## config.mk

```make
export PLATFORM = sky130hd
export DESIGN_NAME = inv_bist_ctrl
export DESIGN_NICKNAME = d
export VERILOG_FILES = /design/src/rtl/inv_bist_pkg.sv /design/src/rtl/inv_bist_lfsr.sv /design/src/rtl/inv_bist_ctrl.sv
export SDC_FILE = /design/constraint.sdc
export NUM_CORES = 1
export LEC_CHECK = 0
export ABC_AREA = 1
export CORE_MARGIN = 2
export CORE_UTILIZATION = 45
export CTS_BUF_LIST = sky130_fd_sc_hd__clkbuf_16
export DETAILED_ROUTE_END_ITERATION = 7
export PLACE_DENSITY_LB_ADDON = 0.15
export SLEW_MARGIN = 40
export SYNTH_ARGS = -nofsm -noshare
export SYNTH_HDL_FRONTEND = slang
export SYNTH_SLANG_ARGS = --single-unit
```

## constraint.sdc

```tcl
create_clock -name clk -period 2.5 [get_ports clk]
set_clock_uncertainty 0.05 [all_clocks]
set_input_delay 0.5 -clock clk [delete_from_list [all_inputs] [get_ports clk]]
set_output_delay 0.5 -clock clk [all_outputs]
set_load 0.005 [all_outputs]
```

## src/rtl/inv_bist_pkg.sv

```systemverilog
// Shared types and constants for the inverter-cell BIST controller.
package inv_bist_pkg;

  // Controller sequencing states.
  typedef enum logic [1:0] {
    IDLE  = 2'd0,
    RUN   = 2'd1,
    DRAIN = 2'd2,
    DONE  = 2'd3
  } state_e;

  // Fibonacci LFSR, x^16+x^14+x^13+x^11+1, shifting toward bit 0.
  // Taps expressed as the state bits XORed into the new MSB.
  localparam int unsigned        LFSR_W        = 16;
  localparam logic [LFSR_W-1:0]  LFSR_TAPS     = 16'h002D;
  localparam logic [LFSR_W-1:0]  LFSR_SEED_DEF = 16'hACE1;

  // Feedback bit for one shift of the stimulus LFSR.
  function automatic logic lfsr_fb(input logic [LFSR_W-1:0] s);
    return ^(s & LFSR_TAPS);
  endfunction

endpackage

```

## src/rtl/inv_bist_lfsr.sv

```systemverilog
// Stimulus LFSR for the inverter BIST: load takes priority over shift.
module inv_bist_lfsr
  import inv_bist_pkg::*;
#(
  parameter logic [LFSR_W-1:0] SEED = LFSR_SEED_DEF
) (
  input  logic              clk,
  input  logic              rst,
  input  logic              load,
  input  logic              shift,
  output logic [LFSR_W-1:0] q
);

  logic [LFSR_W-1:0] lfsr_q;
  logic [LFSR_W-1:0] lfsr_d;

  // Next LFSR value: reload seed, advance one step, or hold.
  always_comb begin
    lfsr_d = lfsr_q;
    if (load) begin
      lfsr_d = SEED;
    end else if (shift) begin
      lfsr_d = {lfsr_fb(lfsr_q), lfsr_q[LFSR_W-1:1]};
    end
  end

  // LFSR state register.
  always_ff @(posedge clk) begin
    if (rst) begin
      lfsr_q <= SEED;
    end else begin
      lfsr_q <= lfsr_d;
    end
  end

  assign q = lfsr_q;

endmodule

```

## src/rtl/inv_bist_ctrl.sv

```systemverilog
// BIST controller for the inverter test cell: drives LFSR stimulus on dut_a,
// resynchronises dut_y, compares against ~dut_a and counts mismatches.
// Optional macro INV_BIST_FIRST_FAIL_EN adds first-failure index capture.
module inv_bist_ctrl
  import inv_bist_pkg::*;
#(
  parameter int unsigned       NUM_W       = 16,
  parameter int unsigned       ERR_W       = 8,
  parameter int unsigned       SYNC_STAGES = 2,
  parameter logic [LFSR_W-1:0] LFSR_SEED   = LFSR_SEED_DEF
) (
  input  logic             clk,
  input  logic             rst,
  input  logic             start,
  input  logic [NUM_W-1:0] num_vectors,
  output logic             dut_a,
  input  logic             dut_y,
  output logic             busy,
  output logic             done,
  output logic             pass,
  output logic [ERR_W-1:0] err_count
`ifdef INV_BIST_FIRST_FAIL_EN
  ,
  output logic [NUM_W-1:0] first_fail_idx,
  output logic             first_fail_vld
`endif
);

  if (SYNC_STAGES < 1 || SYNC_STAGES > 4) begin : g_bad_sync
    $error("SYNC_STAGES must be in 1..4");
  end
  if (LFSR_SEED == '0) begin : g_bad_seed
    $error("LFSR_SEED must be nonzero");
  end

  state_e             state_q, state_d;
  logic [NUM_W-1:0]   remaining_q, remaining_d;
  logic               dut_a_q, dut_a_d;
  logic               a_vld_q, a_vld_d;
  logic [SYNC_STAGES-1:0] sync_q, sync_d;
  logic [SYNC_STAGES-1:0] exp_q, exp_d;
  logic [SYNC_STAGES-1:0] vld_q, vld_d;
  logic [ERR_W-1:0]   err_q, err_d;
  logic               busy_q, busy_d;
  logic               done_q, done_d;
  logic               pass_q, pass_d;

  logic               accept;
  logic               lfsr_load;
  logic               lfsr_shift;
  logic [LFSR_W-1:0]  lfsr_val;
  logic               cmp_vld;
  logic               mismatch;

  inv_bist_lfsr #(
    .SEED (LFSR_SEED)
  ) u_lfsr (
    .clk   (clk),
    .rst   (rst),
    .load  (lfsr_load),
    .shift (lfsr_shift),
    .q     (lfsr_val)
  );

  assign accept   = start && (state_q == IDLE || state_q == DONE);
  assign cmp_vld  = vld_q[SYNC_STAGES-1];
  assign mismatch = cmp_vld && (sync_q[SYNC_STAGES-1] != exp_q[SYNC_STAGES-1]);

  // Sequencing: remaining counts issued bits in RUN, then is reused as the
  // drain timer (loaded with SYNC_STAGES, exits at zero -> SYNC_STAGES+1 cycles).
  always_comb begin
    state_d     = state_q;
    remaining_d = remaining_q;
    lfsr_load   = 1'b0;
    lfsr_shift  = 1'b0;
    unique case (state_q)
      IDLE, DONE: begin
        if (start) begin
          if (num_vectors != '0) begin
            state_d     = RUN;
            remaining_d = num_vectors;
            lfsr_load   = 1'b1;
          end else begin
            state_d = DONE;
          end
        end
      end
      RUN: begin
        lfsr_shift  = 1'b1;
        remaining_d = remaining_q - 1'b1;
        if (remaining_q == NUM_W'(1)) begin
          state_d     = DRAIN;
          remaining_d = NUM_W'(SYNC_STAGES);
        end
      end
      DRAIN: begin
        if (remaining_q == '0) begin
          state_d = DONE;
        end else begin
          remaining_d = remaining_q - 1'b1;
        end
      end
      default: state_d = IDLE;
    endcase
  end

  // Stimulus, resync/expected pipelines, error counter and status outputs.
  // Status flags are registered from the current state, so they trail it by one cycle.
  always_comb begin
    dut_a_d  = (state_q == RUN) ? lfsr_val[0] : dut_a_q;
    a_vld_d  = (state_q == RUN);
    sync_d   = '0;
    exp_d    = '0;
    vld_d    = '0;
    sync_d[0] = dut_y;
    exp_d[0]  = ~dut_a_q;
    vld_d[0]  = a_vld_q;
    for (int unsigned i = 1; i < SYNC_STAGES; i++) begin
      sync_d[i] = sync_q[i-1];
      exp_d[i]  = exp_q[i-1];
      vld_d[i]  = vld_q[i-1];
    end
    err_d = err_q;
    if (accept) begin
      err_d = '0;
    end else if (mismatch && (err_q != '1)) begin
      err_d = err_q + 1'b1;
    end
    busy_d = (state_q == RUN) || (state_q == DRAIN);
    done_d = !accept && (state_q == DONE);
    pass_d = !accept && (state_q == DONE) && (err_q == '0);
  end

  // Control and datapath registers.
  always_ff @(posedge clk) begin
    if (rst) begin
      state_q     <= IDLE;
      remaining_q <= '0;
      dut_a_q     <= 1'b0;
      a_vld_q     <= 1'b0;
      sync_q      <= '0;
      exp_q       <= '0;
      vld_q       <= '0;
      err_q       <= '0;
      busy_q      <= 1'b0;
      done_q      <= 1'b0;
      pass_q      <= 1'b0;
    end else begin
      state_q     <= state_d;
      remaining_q <= remaining_d;
      dut_a_q     <= dut_a_d;
      a_vld_q     <= a_vld_d;
      sync_q      <= sync_d;
      exp_q       <= exp_d;
      vld_q       <= vld_d;
      err_q       <= err_d;
      busy_q      <= busy_d;
      done_q      <= done_d;
      pass_q      <= pass_d;
    end
  end

  assign dut_a     = dut_a_q;
  assign busy      = busy_q;
  assign done      = done_q;
  assign pass      = pass_q;
  assign err_count = err_q;

`ifdef INV_BIST_FIRST_FAIL_EN
  logic [NUM_W-1:0] chk_idx_q, chk_idx_d;
  logic [NUM_W-1:0] ff_idx_q, ff_idx_d;
  logic             ff_vld_q, ff_vld_d;

  // Index of each compared sample; capture it on the first mismatch of a run.
  always_comb begin
    chk_idx_d = chk_idx_q;
    ff_idx_d  = ff_idx_q;
    ff_vld_d  = ff_vld_q;
    if (accept) begin
      chk_idx_d = '0;
      ff_idx_d  = '0;
      ff_vld_d  = 1'b0;
    end else begin
      if (cmp_vld) begin
        chk_idx_d = chk_idx_q + 1'b1;
      end
      if (mismatch && !ff_vld_q) begin
        ff_idx_d = chk_idx_q;
        ff_vld_d = 1'b1;
      end
    end
  end

  // First-failure capture registers.
  always_ff @(posedge clk) begin
    if (rst) begin
      chk_idx_q <= '0;
      ff_idx_q  <= '0;
      ff_vld_q  <= 1'b0;
    end else begin
      chk_idx_q <= chk_idx_d;
      ff_idx_q  <= ff_idx_d;
      ff_vld_q  <= ff_vld_d;
    end
  end

  assign first_fail_idx = ff_idx_q;
  assign first_fail_vld = ff_vld_q;
`endif

endmodule

```

==> out/metrics.yaml <==
min_path_type: "reg -> reg"
n_antenna_cell: 0
coreArea_um2: 6460
status: "finished clean"
rsz0062_at_grt: "no"
vias: 2794
ff2ff_setup_slack_ps: 390
final_common_cell: "nand2_1"
numCtsBuffers: 5
leakagePower_nw: 1.73
hold_viol: 0
cp-startpoint: "state_q[0]$_SDFFE_PP0P_"
setup_viol: 0
ir_drop_mv: 0.553
cts-resized-gates: 0
fillers: 674
root_buffer: "clkbuf_16"
layout_common_cells: "nand2_1, nor2_1, inv_1"
grt_pass1_vias: 2461
fin_crit_sh_pct: 84.2
cp-end-kind: "flip-flop"
drv_cap: 0
postCtsHoldBufs: 0
cellPowerDensity_nw_per_um2: 1140
rr_worst_depth: 8
start_kind: "flip-flop"
dpl.hpwl_mm: 4.74
grt_first_pass_wirelength_mm: 11.2
slew_headroom_pct: 73.5
drt-pass1-iter-count: 4
place_congestion: 0.912
crit_fanout: 28
clk_latency_ps: 290
rr_startpoint: "state_q[0]$_SDFFE_PP0P_"
tns_ps: 0
pin_count: 32
start_util_pct: 47.2
rows: 29
io_buffers: 31
grt_max_degree: 29
syn_inst: 480
clockBufferDepth: 2
required_ps: 2640
final_nets: 538
dp.cells: 580
instances_no_fill: 588
cts.sinks: 53
design.die.area_um2: 7440
dieHeight_um: 86.3
r2r-end: "remaining_q[13]$_SDFFE_PP0P_"
cts_setup_buffers: 0
synth_area_um2: 3050
vias_per_cell: 4.75
max_freq_mhz: 475
drt-initial-drc-count: 128
maxSlewViolCount: 0
synthFlopType: "dfxtp_1"
drtAntennaViolNets: 0
drc: 0
hold_depth: 2
ys_warn_count: 0
ys_async_sr_fraction_pct: 0
antenna_found_initial: 0
syn_nets: 508
synth_seq_cells: 53
critPathCapture: "remaining_q[13]$_SDFFE_PP0P_"
wire_per_inst_um: 11.1
min_period_ps: 2110
critPathKind: "reg -> reg"
clkSlewWorstSetupHoldPaths_ps: 70
fp.dieW_um: 86.3
totalWireLength_mm: 6.54
grt-ovfl-total: 0
crit_arrival_ps: 2250
worstMarginPinSlew_ps: 398
finalCoreUtilization_pct: 55.1
cts_tree: "done"
ys_seq_area_share_pct: 34.8
syn_area_per_cell_um2: 6.34
drive_gt1_share_pct: 6.65
h-tree-depth: 2
grt_use_total_pct: 18.8
synth_cell_type_count: 30
area_delta_synth_final_pct: 16.9
synth_edf_count: 0
critical path: stages, from the launching register on:
cell and delay, ps:
dfxtp_1 400, inv_1 80, ha_1 540, inv_2 60, or2_2 350, nand3_4 300, a21oi_1 120, nand2_1 70
inv_1 30
layout make-up:
| class | count | area, um2 | share of cell area, % |
|---|---|---|---|
| sequential | 53 | 1060 | 29.8 |
| inverter | 68 | 255 | 7.17 |
| clock inverter | 3 | 18.8 | 0.527 |
| tap | 77 | 96.3 | 2.71 |
| clock buffer | 5 | 125 | 3.51 |
| multi-input combinational | 343 | 1630 | 45.9 |
| timing repair buffer | 39 | 370 | 10.4 |
flip-flops by register name, summed over array words and instances (netlist names):
signal	cells
remaining_q	16
u_lfsr.q	16
err_count	8
exp_q	2
state_q	2
sync_q	2
vld_q	2
a_vld_q	1
busy	1
done	1
dut_a	1
pass	1
Yosys cell counts, types with 2 or more instances:
master	number	area [um2]
o21ai_0	6	30.0
nor3_1	3	15.0
clkbuf_1	8	30.0
nor2_1	69	259
xor2_1	9	78.8
nor2_4	3	33.8
inv_1	66	248
ha_1	8	100
nand2_2	5	31.3
a21oi_2	2	17.5
a21oi_1	28	140
dfxtp_1	53	1060
nand3_4	2	35.0
buf_4	2	15.0
nand3_1	41	205
nand2_1	152	571
buf_2	2	10.0
nor2_2	3	18.8
nand4_1	6	37.5
buf_6	2	22.5
report_power, final:
group | internal, mW | switching (mW)
Clock | 0.368 | 0.313
Sequential | 1.08 | 0.204
Combinational | 0.743 | 1.36
Total | 2.19 | 1.87
how the worst min path moves through the flow:
stage                         from                   to
2_1_floorplan  exp_q[0]$_SDFF_PP0_  exp_q[1]$_SDFF_PP0_
3_3_place_gp   vld_q[0]$_SDFF_PP0_  vld_q[1]$_SDFF_PP0_
3_5_place_dp   exp_q[0]$_SDFF_PP0_  exp_q[1]$_SDFF_PP0_
4_1_cts        exp_q[0]$_SDFF_PP0_  exp_q[1]$_SDFF_PP0_
5_1_grt        vld_q[0]$_SDFF_PP0_  vld_q[1]$_SDFF_PP0_
6_report       exp_q[0]$_SDFF_PP0_  exp_q[1]$_SDFF_PP0_
layer usage:
| metal | share of wire [%] | vias up | GRT usage, % |
|---|---|---|---|
| met5 | 0 | - | 0 |
| met2 | 45 | 40 | 29.9 |
| met4 | 0.55 | 0 | 4.69 |
| met1 | 51 | 1227 | 26.4 |
| met3 | 3.1 | 2 | 3.52 |
| li1 | - | 1525 | - |
cells by family (layout without fill, tap and decap cells):
logic type / after synthesis / count (layout) / synth area share (%)
adder cells (fa/ha/maj): 8 / 8 / 3.29
AO/OA/AOI/OAI: 37 / 37 / 6.41
buffers and inverters: 84 / 115 / 11.5
XOR/XNOR: 10 / 10 / 2.88
AND/OR/NAND/NOR: 288 / 288 / 41.0
flip-flops: 53 / 53 / 34.8
through the flow:
stage               setup WS [ps]  area (um2)  power, mW  hold WS, ps
finish                        394        3560       4.06          353
global route                  222        3560       4.48          376
CTS                           384        3560       4.11          355
detailed placement            161        3420       3.40          346
global placement              176        3420       3.38          341
floorplan                     673        3050       2.97          338
Power figures use the tool's default switching activity.
